**src/rtl/ifetch_queue.sv**
```systemverilog
// rtl/ifetch_queue.sv - instruction fetch stage: imem req/gnt/rvalid, in-order queue, redirect flush
// Optional perf counters perf_fetched/perf_bubble when IFQ_PERF_CNT_EN is defined.
module ifetch_queue #(
  parameter logic [31:0] RESET_PC = 32'h0000_0000,
  parameter int          QDEPTH   = 2
) (
  input  logic        clk,
  input  logic        rstn,
  input  logic        stall_in,
  input  logic        redirect_en,
  input  logic [31:0] redirect_pc,
  output logic        imem_req,
  output logic [31:0] imem_addr,
  input  logic        imem_gnt,
  input  logic        imem_rvalid,
  input  logic [31:0] imem_rdata,
  output logic [31:0] instr,
  output logic [31:0] pc_if2id,
  output logic [4:0]  wr_addr,
  output logic        ide_wait
`ifdef IFQ_PERF_CNT_EN
  ,
  output logic [31:0] perf_fetched,
  output logic [31:0] perf_bubble
`endif
);

  localparam int          PW  = (QDEPTH > 1) ? $clog2(QDEPTH) : 1;
  localparam int          CW  = $clog2(QDEPTH + 1);
  localparam logic [CW:0] QD  = (CW+1)'(QDEPTH);
  localparam logic [31:0] NOP = 32'h0000_0013;

  typedef enum logic [1:0] {BOOT, RUN, DRAIN} state_t;

  state_t          state;
  logic [31:0]     fetch_pc;
  logic [31:0]     resp_pc;
  logic [CW-1:0]   outstanding;
  logic [CW-1:0]   drop;
  logic [CW-1:0]   q_count;
  logic [PW-1:0]   rd_ptr;
  logic [PW-1:0]   wr_ptr;
  logic            out_valid;
  logic [31:0]     q_data [QDEPTH];
  logic [31:0]     q_pc   [QDEPTH];

  logic            issue;
  logic            accept;
  logic            advance;
  logic            pop;
  logic            q_pop;
  logic            q_write;
  logic [CW:0]     inflight;
  logic [CW-1:0]   out_next;
  logic [CW-1:0]   drop_next;
  logic [31:0]     head_data;
  logic [31:0]     head_pc;
  logic [31:0]     target;
  logic            unused_pc_bits;

  assign unused_pc_bits = ^redirect_pc[1:0];
  assign target         = {redirect_pc[31:2], 2'b00};

  // Queue slots are reserved at request time, so a granted word always has room.
  assign inflight  = {1'b0, outstanding} + {1'b0, q_count};
  assign imem_req  = (state == RUN) && !redirect_en && (inflight < QD);
  assign imem_addr = fetch_pc;
  assign issue     = imem_req && imem_gnt;
  assign out_next  = outstanding + CW'(issue) - CW'(imem_rvalid);
  assign drop_next = (imem_rvalid && drop != '0) ? drop - 1'b1 : drop;

  assign accept    = imem_rvalid && (drop == '0) && !redirect_en;
  assign advance   = !out_valid || !stall_in;
  assign pop       = advance && !redirect_en && ((q_count != '0) || accept);
  assign q_pop     = pop && (q_count != '0);
  // An empty queue lets the returning word go straight into the decode register.
  assign q_write   = accept && !(pop && q_count == '0);
  assign head_data = (q_count != '0) ? q_data[rd_ptr] : imem_rdata;
  assign head_pc   = (q_count != '0) ? q_pc[rd_ptr]   : resp_pc;

  assign ide_wait  = !out_valid || stall_in;

  always_ff @(posedge clk) begin
    if (q_write) begin
      q_data[wr_ptr] <= imem_rdata;
      q_pc[wr_ptr]   <= resp_pc;
    end
  end

  always_ff @(posedge clk or negedge rstn) begin
    if (!rstn) begin
      state       <= BOOT;
      fetch_pc    <= RESET_PC;
      resp_pc     <= RESET_PC;
      outstanding <= '0;
      drop        <= '0;
      q_count     <= '0;
      rd_ptr      <= '0;
      wr_ptr      <= '0;
      out_valid   <= 1'b0;
      instr       <= NOP;
      pc_if2id    <= '0;
      wr_addr     <= '0;
    end else begin
      outstanding <= out_next;
      if (redirect_en) begin
        // Everything still in flight belongs to the old path and is dropped on return.
        fetch_pc  <= target;
        resp_pc   <= target;
        drop      <= out_next;
        q_count   <= '0;
        rd_ptr    <= '0;
        wr_ptr    <= '0;
        out_valid <= 1'b0;
        instr     <= NOP;
        wr_addr   <= '0;
        state     <= (out_next != '0) ? DRAIN : RUN;
      end else begin
        if (issue)   fetch_pc <= fetch_pc + 32'd4;
        if (accept)  resp_pc  <= resp_pc + 32'd4;
        if (q_write) wr_ptr   <= wr_ptr + 1'b1;
        if (q_pop)   rd_ptr   <= rd_ptr + 1'b1;
        drop    <= drop_next;
        q_count <= q_count + CW'(q_write) - CW'(q_pop);
        if (advance) begin
          if (pop) begin
            instr     <= head_data;
            pc_if2id  <= head_pc;
            wr_addr   <= head_data[11:7];
            out_valid <= 1'b1;
          end else begin
            instr     <= NOP;
            wr_addr   <= '0;
            out_valid <= 1'b0;
          end
        end
        case (state)
          BOOT:    state <= RUN;
          DRAIN:   if (drop_next == '0) state <= RUN;
          default: state <= RUN;
        endcase
      end
    end
  end

`ifdef IFQ_PERF_CNT_EN
  always_ff @(posedge clk or negedge rstn) begin
    if (!rstn) begin
      perf_fetched <= '0;
      perf_bubble  <= '0;
    end else begin
      if (pop) perf_fetched <= perf_fetched + 32'd1;
      if (!out_valid && !stall_in && state != BOOT) perf_bubble <= perf_bubble + 32'd1;
    end
  end
`endif

  assert property (@(posedge clk) disable iff (!rstn) imem_rvalid |-> (outstanding != '0));

endmodule

```
**config.mk**
```make
export PLATFORM = sky130hd
export DESIGN_NAME = ifetch_queue
export DESIGN_NICKNAME = d
export VERILOG_FILES = /design/src/rtl/ifetch_queue.sv
export SDC_FILE = /design/constraint.sdc
export NUM_CORES = 1
export LEC_CHECK = 0
export ABC_AREA = 1
export CORE_ASPECT_RATIO = 0.75
export CORE_MARGIN = 2
export CORE_UTILIZATION = 40
export DETAILED_ROUTE_END_ITERATION = 10
export PLACE_DENSITY = 0.65
export SLEW_MARGIN = 20
export SYNTH_ARGS = -nofsm -noshare
export SYNTH_HDL_FRONTEND = slang
export SYNTH_SLANG_ARGS = --single-unit
```
**constraint.sdc**
```tcl
create_clock -name clk -period 5.33 [get_ports clk]
set_input_delay 1.066 -clock clk [delete_from_list [all_inputs] [get_ports clk]]
set_output_delay 1.066 -clock clk [all_outputs]
set_load 0.02 [all_outputs]
```
# Word level (Yosys, flattened, before mapping)
# Memories as Yosys holds them, arrays and structs flattened.
# Index checks and enable logic that the tools add are counted.
word_totals:
  reg_bits: 144
  word_cells: 87
  mem_bits_rw: 128
  out_inout_bits: 103
  input_bits: 70
  mem_count: 2
classes:
  n_mux: 28
  n_eq_ne: 3
  reduce_logical: 30
  bitwise: 1
  addsub: 10
  n_lt_le_gt_ge: 1
mem_list:
  columns: ["memory", "depth", "word_bits", "rd", "rd_clocked_by_memory_dff", "write_ports", "line_no", "rtl"]
  rows:
  - ["q_data", 2, 32, 1, 0, 1, "44", "logic [31:0] q_data [QDEPTH];"]
  - ["q_pc", 2, 32, 1, 0, 1, "45", "logic [31:0] q_pc [QDEPTH];"]
ops:
  columns: ["operator", "n"]
  rows:
  - ["32-bit two-way mux", 9]
  - ["32-bit by 3-bit adder with 32-bit output (second input constant)", 2]
  - ["2-bit nonzero test", 8]
  - ["5-bit two-way mux", 3]
  - ["2-bit two-way mux", 7]
  - ["1-bit logical AND", 11]
  - ["1-bit two-way mux", 9]
  - ["2-bit logical NOT", 3]
  - ["2-bit by 1-bit adder with 2-bit output", 2]
  - ["1-bit logical NOT", 4]
  - ["2-bit by 1-bit subtractor with 2-bit output", 2]
  - ["2-bit by 2-bit adder with 3-bit output", 1]
  - ["1-bit logical OR", 3]
  - ["3-bit by 2-bit < comparator with 1-bit output (second input constant)", 1]
  - ["3-bit != test (second input constant)", 1]
  - ["3-bit AND reduction", 1]
  - ["1-bit adder (second input constant)", 2]
  - ["2-bit by 1-bit equality test with 1-bit output (second input constant)", 1]
  - ["2-bit equality test (second input constant)", 1]
  - ["2-bit by 1-bit subtractor with 2-bit output (second input constant)", 1]
  - ["1-bit inverter", 1]

# Logic depth before layout (Yosys ltp)
# Gate-level depths: netlist (run 1).
depth:
  ltp_word: 11
  mapped_depth: 15

# Least setup slack after synthesis (run 1)
# Ideal clock, no wire load.
synth_timing:
  path_type: "input -> register"
  from: "input redirect_en"
  to: "memory q_data[0][0], enable pin"
  path_buffers: 1
  required_ns: 4.848
  arrival_time_ns: 4.123
  path_stages: 4
  path_slack_ns: 0.725
  cell_sequence: "buf_6 nor2_4 o21ai_1 nor2_1"
synth_between:
  elab_chain_len: 9
  elab_cells_between_ends: 10
synth_lines:
  columns: ["item", "line_no", "rtl"]
  rows:
  - ["start, declared", "10", "input logic redirect_en,"]
  - ["1-bit logical NOT *", "72, 74", null]
  - ["1-bit logical AND", "72", "assign accept = imem_rvalid && (drop == '0) && !redirect_en;"]
  - ["1-bit logical OR", "74", "assign pop = advance && !redirect_en && ((q_count != '0) || accept);"]
  - ["1-bit logical AND", "74", null]
  - ["1-bit logical AND", "77", "assign q_write = accept && !(pop && q_count == '0);"]
  - ["1-bit logical NOT", "77", null]
  - ["1-bit logical AND *", "77", null]
  - ["1-bit two-way mux *", "84", "if (q_write) begin"]
  - ["1-bit two-way mux (not written as such) *", "85", "q_data[wr_ptr] <= imem_rdata;"]
  - ["end, declared", "44", null]
# Mark *: on every way between the ends. The rest lies on a longest branch, timed or not.

# Final worst setup path (run 1)
layout_timing:
  from: "register q_count[0]"
  to: "output imem_req"
layout_between:
  elab_chain_len: 3
layout_lines:
  columns: ["item", "line_no", "rtl"]
  rows:
  - ["start, declared", "40", "logic [CW-1:0] q_count;"]
  - ["start signal, assigned", "124", "q_count <= q_count + CW'(q_write) - CW'(q_pop);"]
  - ["2-bit by 2-bit adder with 3-bit output", "65", "assign inflight = {1'b0, outstanding} + {1'b0, q_count};"]
  - ["3-bit by 2-bit < comparator with 1-bit output", "66", "assign imem_req = (state == RUN) && !redirect_en && (inflight < QD);"]
  - ["1-bit logical AND", "66", null]
  - ["end, declared", "12", "output logic imem_req,"]
# No other way between the ends.

==> results of run 1 <==
[routing by layer]
layer | vias up | part of all wire, % | GRT usage (%)
met1 | 4537 | 49 | 32.5
met3 | 38 | 7.3 | 2.99
li1 | 4695 | - | -
met5 | - | 0 | 0
met4 | 0 | 1.4 | 3.76
met2 | 333 | 42 | 28.5
[power groups by stage]
stage,Clock [µW],Combinational (µW),Sequential [µW]
finish,1850,2350,2790
global route,1970,2620,2840
CTS,1880,2380,2790
detailed placement,0,2370,2830
global placement,0,2330,2820
floorplan,0,1260,3020
[layout by cell type (no fill, tap or decap), types with 7 or more instances in the layout]
| cell | instances |
|---|---|
| ha_1 | 7 |
| nand3_1 | 86 |
| nand2_1 | 385 |
| clkbuf_16 | 27 |
| inv_1 | 88 |
| xor2_1 | 9 |
| a31oi_1 | 29 |
| nor2_2 | 9 |
| a21oi_1 | 50 |
| nand4_1 | 13 |
| edfxtp_1 | 124 |
| clkbuf_1 | 8 |
| nor3_1 | 12 |
| o21ai_1 | 11 |
| o211ai_1 | 13 |
| o21ai_0 | 79 |
| buf_4 | 13 |
| nor2_4 | 10 |
| a22o_1 | 27 |
| clkdlybuf4s50_1 | 164 |
| nor2_1 | 114 |
| dfrtp_1 | 129 |
[registers in the layout, indices dropped and copies added, names as in the netlist]
signal	cells
wr_ptr	1
rd_ptr	1
outstanding	2
q_count	2
out_valid	1
drop	2
q_pc	60
imem_addr	30
q_data	64
instr	32
state	2
resp_pc	30
pc_if2id	30
[area by class of cell]
type / instances / area [µm²]
clock buffer: 37 / 733
clock inverter: 13 / 125
fill: 2801 / 15100
inverter: 96 / 364
multi-input combinational: 896 / 4340
sequential: 257 / 7060
tap: 399 / 499
timing repair buffer: 179 / 1760
[metrics by stage]
stage / util, % / hold slack, ps / cells / setup slack [ps]
floorplan: - / 484 / 1313 / 725
global placement: 46.8 / 468 / 1827 / 1690
detailed placement: 46.8 / 472 / 1827 / 1670
CTS: 49.7 / 488 / 1877 / 1740
global route: 49.7 / 517 / 1877 / 1640
finish: 49.7 / 481 / 1877 / 1760
[worst paths after layout]
kind                                           from                         to  slack, ps
setup / recovery               q_count[0]$_DFF_PN0_                   imem_req       1760
hold / removal             pc_if2id[19]$_DFFE_PN0P_   pc_if2id[19]$_DFFE_PN0P_        480
setup reg to reg               q_count[0]$_DFF_PN0_       state[1]$_DFFE_PN0P_       2420
hold reg to reg            pc_if2id[19]$_DFFE_PN0P_   pc_if2id[19]$_DFFE_PN0P_        480
max in group asynchronous                      rstn         rd_ptr$_DFFE_PN0P_       3700
min in group asynchronous                      rstn  imem_addr[21]$_DFFE_PN0P_        500
[cell families (layout without fill, tap and decap cells)]
logic type / after synthesis / count (layout) / synth area share [%]
xor+xnor: 13 / 13 / 0.942
fa+ha+maj: 8 / 8 / 0.890
buf+inv: 160 / 325 / 5.99
simple gates: 648 / 648 / 22.8
flops: 257 / 257 / 58.4
compound gates: 223 / 223 / 11.0
other cells: 1 / 4 / 0.0310
[worst reg2reg max path: cells and delay by family, from the launching register on]
family        cells  cell delay [ps]
flops             1              420
simple gates      6              870
fa+ha+maj         3             1090
xor+xnor          2              280
buf+inv           3              140
==> metrics.yaml, run 1 <==
io_buffer_count: 166
critical_path_required_ps: 4260
drive_above_1_share_pct: 6.50
setup_viol: 0
syn_area_um2: 12100
worstMarginPinSlew_ps: 999
cp_slowest_stage_delay_ps: 610
seq_power_share_pct: 40.0
coreArea_um2: 29900
comb_power_share_pct: 33.7
path_buf_inv: 2
path_max_fanout: 3
h-tree-depth: 1
viasPerCell: 5.12
overflow: 0
skew_ps: 9.58
fmax_mhz: 280
place_area_um2: 14000
drc: 0
grt_start_max_net_pins: 107
fin_tns_setup_ps: 0
cts_setup_buffers: 0
grt_pass1_wl_um: 50300
yosysMostFrequentCell: "nand2_1"
synth_cell_types: 47
antenna_cells: 0
hold_path.class: "reg2reg"
yosys-top-cells-area: "edfxtp_1 31%, dfrtp_1 27%, nand2_1 12%"
status: "complete, no violations"
gp_congestion: 0.861
setup.worst_path.end_class: "output port"
nets: 1535
holdBufCountCts: 0
yosys_warnings: 0
numCtsBuffers: 27
critical_path_class: "reg2out"
clockBufferDepth: 3
p_per_area_nw_per_um2: 470
rsz0062_at_grt: "false"
syn_area_per_cell_um2: 9.23
cts_resized: 0
grt_pass1_vias: 9036
postRouteAntennaNets: 0
drv_cap: 0
slew_violations: 0
final_area_um2: 14900
dieArea_um2: 31600
synth_common_cells: "385 x nand2_1, 130 x dfrtp_1, 124 x edfxtp_1"
async_flop_share_pct: 51.8
wl_per_cell_um: 17.0
synth-edff-count: 124
finalCritPeriodShare_pct: 66.9
rows: 55
first_pass_iters: 5
worstPathArrival_ps: 2500
peakVddDrop_mv: 0.267
power.internal_uw: 4440
clkSlewWorstSetupHoldPaths_ps: 60
die_h_um: 155
grt_usage_pct: 20.1
synth_seq_cells: 257
switchingPower_uw: 2550
hpwl_um: 21200
yosys.area.top_type: "edfxtp_1"
critPathLaunchType: "register"
cts.sink_count: 257
p_leak_uw: 0.00606
area_growth_pct: 23.0
synthFlopType: "dfrtp_1"
switching_share_pct: 36.4
totalWireLength_um: 31900
path_cells: "nand2_1, inv_1, fa_1, nor2_1, and3_1, clkdlybuf4s50_1"
relSlewSlack_pct: 33.4
die_width_um: 205
seq_area_frac_synth_pct: 58.4
slowest_stage: "clkdlybuf4s50_1"
critical_path_depth: 6
start_util_pct: 40.4
io_pins: 173
drtIter0Drc: 757
cts_tree: "done"
clk_latency_ps: 540
reg2regPathDepth: 14
num_vias: 9603
p_clk_share_pct: 26.4
holdPathStages: 2
layout_min_cycle_time_ps: 3570
cts_root_buf: "clkbuf_16"
hold_viol: 0
path_delay_family: "buffers and inverters"
antenna_found_initial: 0
syn_inst: 1310
synth_top_area_share_pct: 30.8
power_uw: 6990
(Power assumes the default switching activity.)
==> run 2, diff against run 1 <==
Settings changed: PLACE_DENSITY 0.65 to 0.67.
Clock period 5.33 ns to 3.2 ns, I/O delays scaled along.
==> run 2 against run 1 <==
Against the previous run: clock-buffer cell count down 1; sequential power up 67%; final area increased by 0.91%; final cell count up 0.32%; core utilization up 0.45 points; non-clock buffer count increased by 6; register-to-register slack worse by 1800 ps; critical path type unchanged.
==> metrics.yaml, run 2 (synthesized netlist as in run 1, its figures left out) <==
peakVddDrop_mv: 0.430  # +61%
rows: 55  # unchanged
grt_start_max_net_pins: 107  # unchanged
setup_viol: 0  # unchanged
wl_per_cell_um: 16.9  # -0.44%
hold_path.class: "in2async"
p_clk_share_pct: 26.8  # +0.4 points
final_cell_mix: "385 x nand2_1, 163 x clkdlybuf4s50_1, 129 x dfrtp_1"
largest_reg_flops: 64  # unchanged
fmax_mhz: 363
seq_power_share_pct: 39.6  # -0.4 points
met3_usage_pct: 3.35  # +0.36 points
relSlewSlack_pct: 32.0  # -1.4 points
fin_tns_setup_ps: 0  # unchanged
fillers: 2767  # -1.2%
grt_pass1_vias: 8964  # -0.80%
overflow: 0  # unchanged
setup.worst_path.end_class: "output port"
coreArea_um2: 29900  # unchanged
p_leak_uw: 0.00614  # +1.4%
hpwl_um: 21800  # +2.9%
largestRegisters: "q_data x64, q_pc x60, instr x32"
critical_path_required_ps: 2560  # -1700 ps
nets: 1541  # +0.39%
grtUsageMet2_pct: 28.4  # -0.11 points
drtIter0Drc: 798  # +5.4%
h-tree-depth: 1  # unchanged
cts_tree: "done"
numCtsBuffers: 27  # unchanged
critPathLaunchType: "register"
worstMarginPinSlew_ps: 1020  # +21.1 ps
viasPerCell: 5.14  # +0.55%
placedCellCount: 1833  # +0.33%
preCtsSetupSlack_ps: 383  # -1290 ps
gp_congestion: 0.892  # +3.6%
io_buffer_count: 166  # unchanged
dieArea_um2: 31600  # unchanged
antenna_cells: 0  # unchanged
drv_cap: 0  # unchanged
num_vias: 9687  # +0.87%
final_common_cell: "nand2_1"
totalWireLength_um: 31800  # -0.12%
drive_above_1_share_pct: 7.28  # +0.78 points
switching_share_pct: 36.3  # -0.10 points
regMostFlops: "q_data"
area_growth_pct: 24.1
switchingPower_uw: 4280  # +68%
io_pins: 173  # unchanged
drc: 0  # unchanged
multi_input_area_um2: 4340  # unchanged
die_width_um: 205  # unchanged
grt_most_used_layer: "met1"
comb_power_share_pct: 33.6  # about the same
status: "complete, no violations"
holdWs_ps: 78.2  # -403 ps
layout_min_cycle_time_ps: 2760
skew_ps: 10.9  # +1.29 ps
seqCellArea_um2: 7060  # unchanged
hold_viol: 0  # unchanged
first_pass_iters: 5  # unchanged
grt_usage_pct: 19.9  # -0.22 points
clockBufferDepth: 3  # unchanged
final.setup.worst_slack_ps: 443  # -1320 ps
die_h_um: 155  # unchanged
worstPathArrival_ps: 2120  # -380 ps
clkSlewWorstSetupHoldPaths_ps: 60  # about the same
grt_use_met1_pct: 31.9  # -0.61 points
grt_pass1_wl_um: 49900  # -0.96%
postRouteAntennaNets: 0  # unchanged
layout.cells.non_filler: 1883  # +0.32%
start_util_pct: 40.4  # unchanged
path_max_fanout: 3  # unchanged
cts_root_buf: "clkbuf_16"
finalCritPeriodShare_pct: 86.2
power_uw: 11800  # +68%
p_per_area_nw_per_um2: 784  # +67%
clk_latency_ps: 550  # about the same
antenna_found_initial: 0  # unchanged
slew_violations: 0  # unchanged
rsz0062_at_grt: "false"
power.internal_uw: 7500  # +69%
cts.sink_count: 257  # unchanged
critical_path_class: "reg2out"
-- run 2: timing repair --
action                                  in CTS  in global routing
resized for setup                            0                  1
endpoints found under the setup margin       0                  1
buffers inserted                             0                  0
hold buffers                                 0                  0
-- run 2: worst max-delay path, stage by stage (launching register included) --
cell and delay (ps):
dfrtp_1 430, nand2_1 80, inv_1 40, fa_1 450, nor2_1 150, and3_1 180
dlymetal6s2s_1 240
-- run 2: cell type report --
class,count,share of cell area [%]
Timing Repair Buffer,185,12.3
Inverter,96,2.43
Tap cell,399,3.33
Clock inverter,14,0.909
Sequential cell,257,47.0
Multi-Input combinational cell,896,28.9
Clock buffer,36,5.06
-- run 2: worst paths after layout --
| kind | endpoint | depth (start not counted) | from | slack (ps) |
|---|---|---|---|---|
| worst max-delay path | imem_req | 6 | q_count[0]$_DFF_PN0_ | 440 |
| worst max register to register | state[1]$_DFFE_PN0P_ | 14 | q_count[0]$_DFF_PN0_ | 670 |
| min in group clk | pc_if2id[12]$_DFFE_PN0P_ | 2 | pc_if2id[12]$_DFFE_PN0P_ | 480 |
| worst min register to register | pc_if2id[12]$_DFFE_PN0P_ | 2 | pc_if2id[12]$_DFFE_PN0P_ | 480 |
| max in group asynchronous | instr[0]$_DFFE_PN1P_ | 2 | rstn | 2340 |
| worst min-delay path | imem_addr[23]$_DFFE_PN0P_ | 1 | rstn | 80 |
-- run 2: metrics by stage --
| step | util, % | instance area [µm²] |
|---|---|---|
| 2_1_floorplan | - | 12100 |
| 3_3_place_gp | 47.1 | 14100 |
| 3_5_place_dp | 47.1 | 14100 |
| 4_1_cts | 50.1 | 15000 |
| 5_1_grt | 50.1 | 15000 |
| 6_report | 50.1 | 15000 |
-- run 2: power by group through the flow --
stage / combinational, µW / sequential, µW / clock, µW
after CTS: 3990 / 4660 / 3200
after detailed placement: 3970 / 4720 / 0
final: 3960 / 4660 / 3150
after global placement: 3900 / 4690 / 0
after floorplan: 2100 / 5020 / 0
after global routing: 4380 / 4750 / 3340
-- run 2: routing by layer --
layer	wire length, µm	vias to the layer above
li1	-	4702
met1	15900	4623
met2	13100	328
met3	2460	34
met4	380	0
met5	0	-
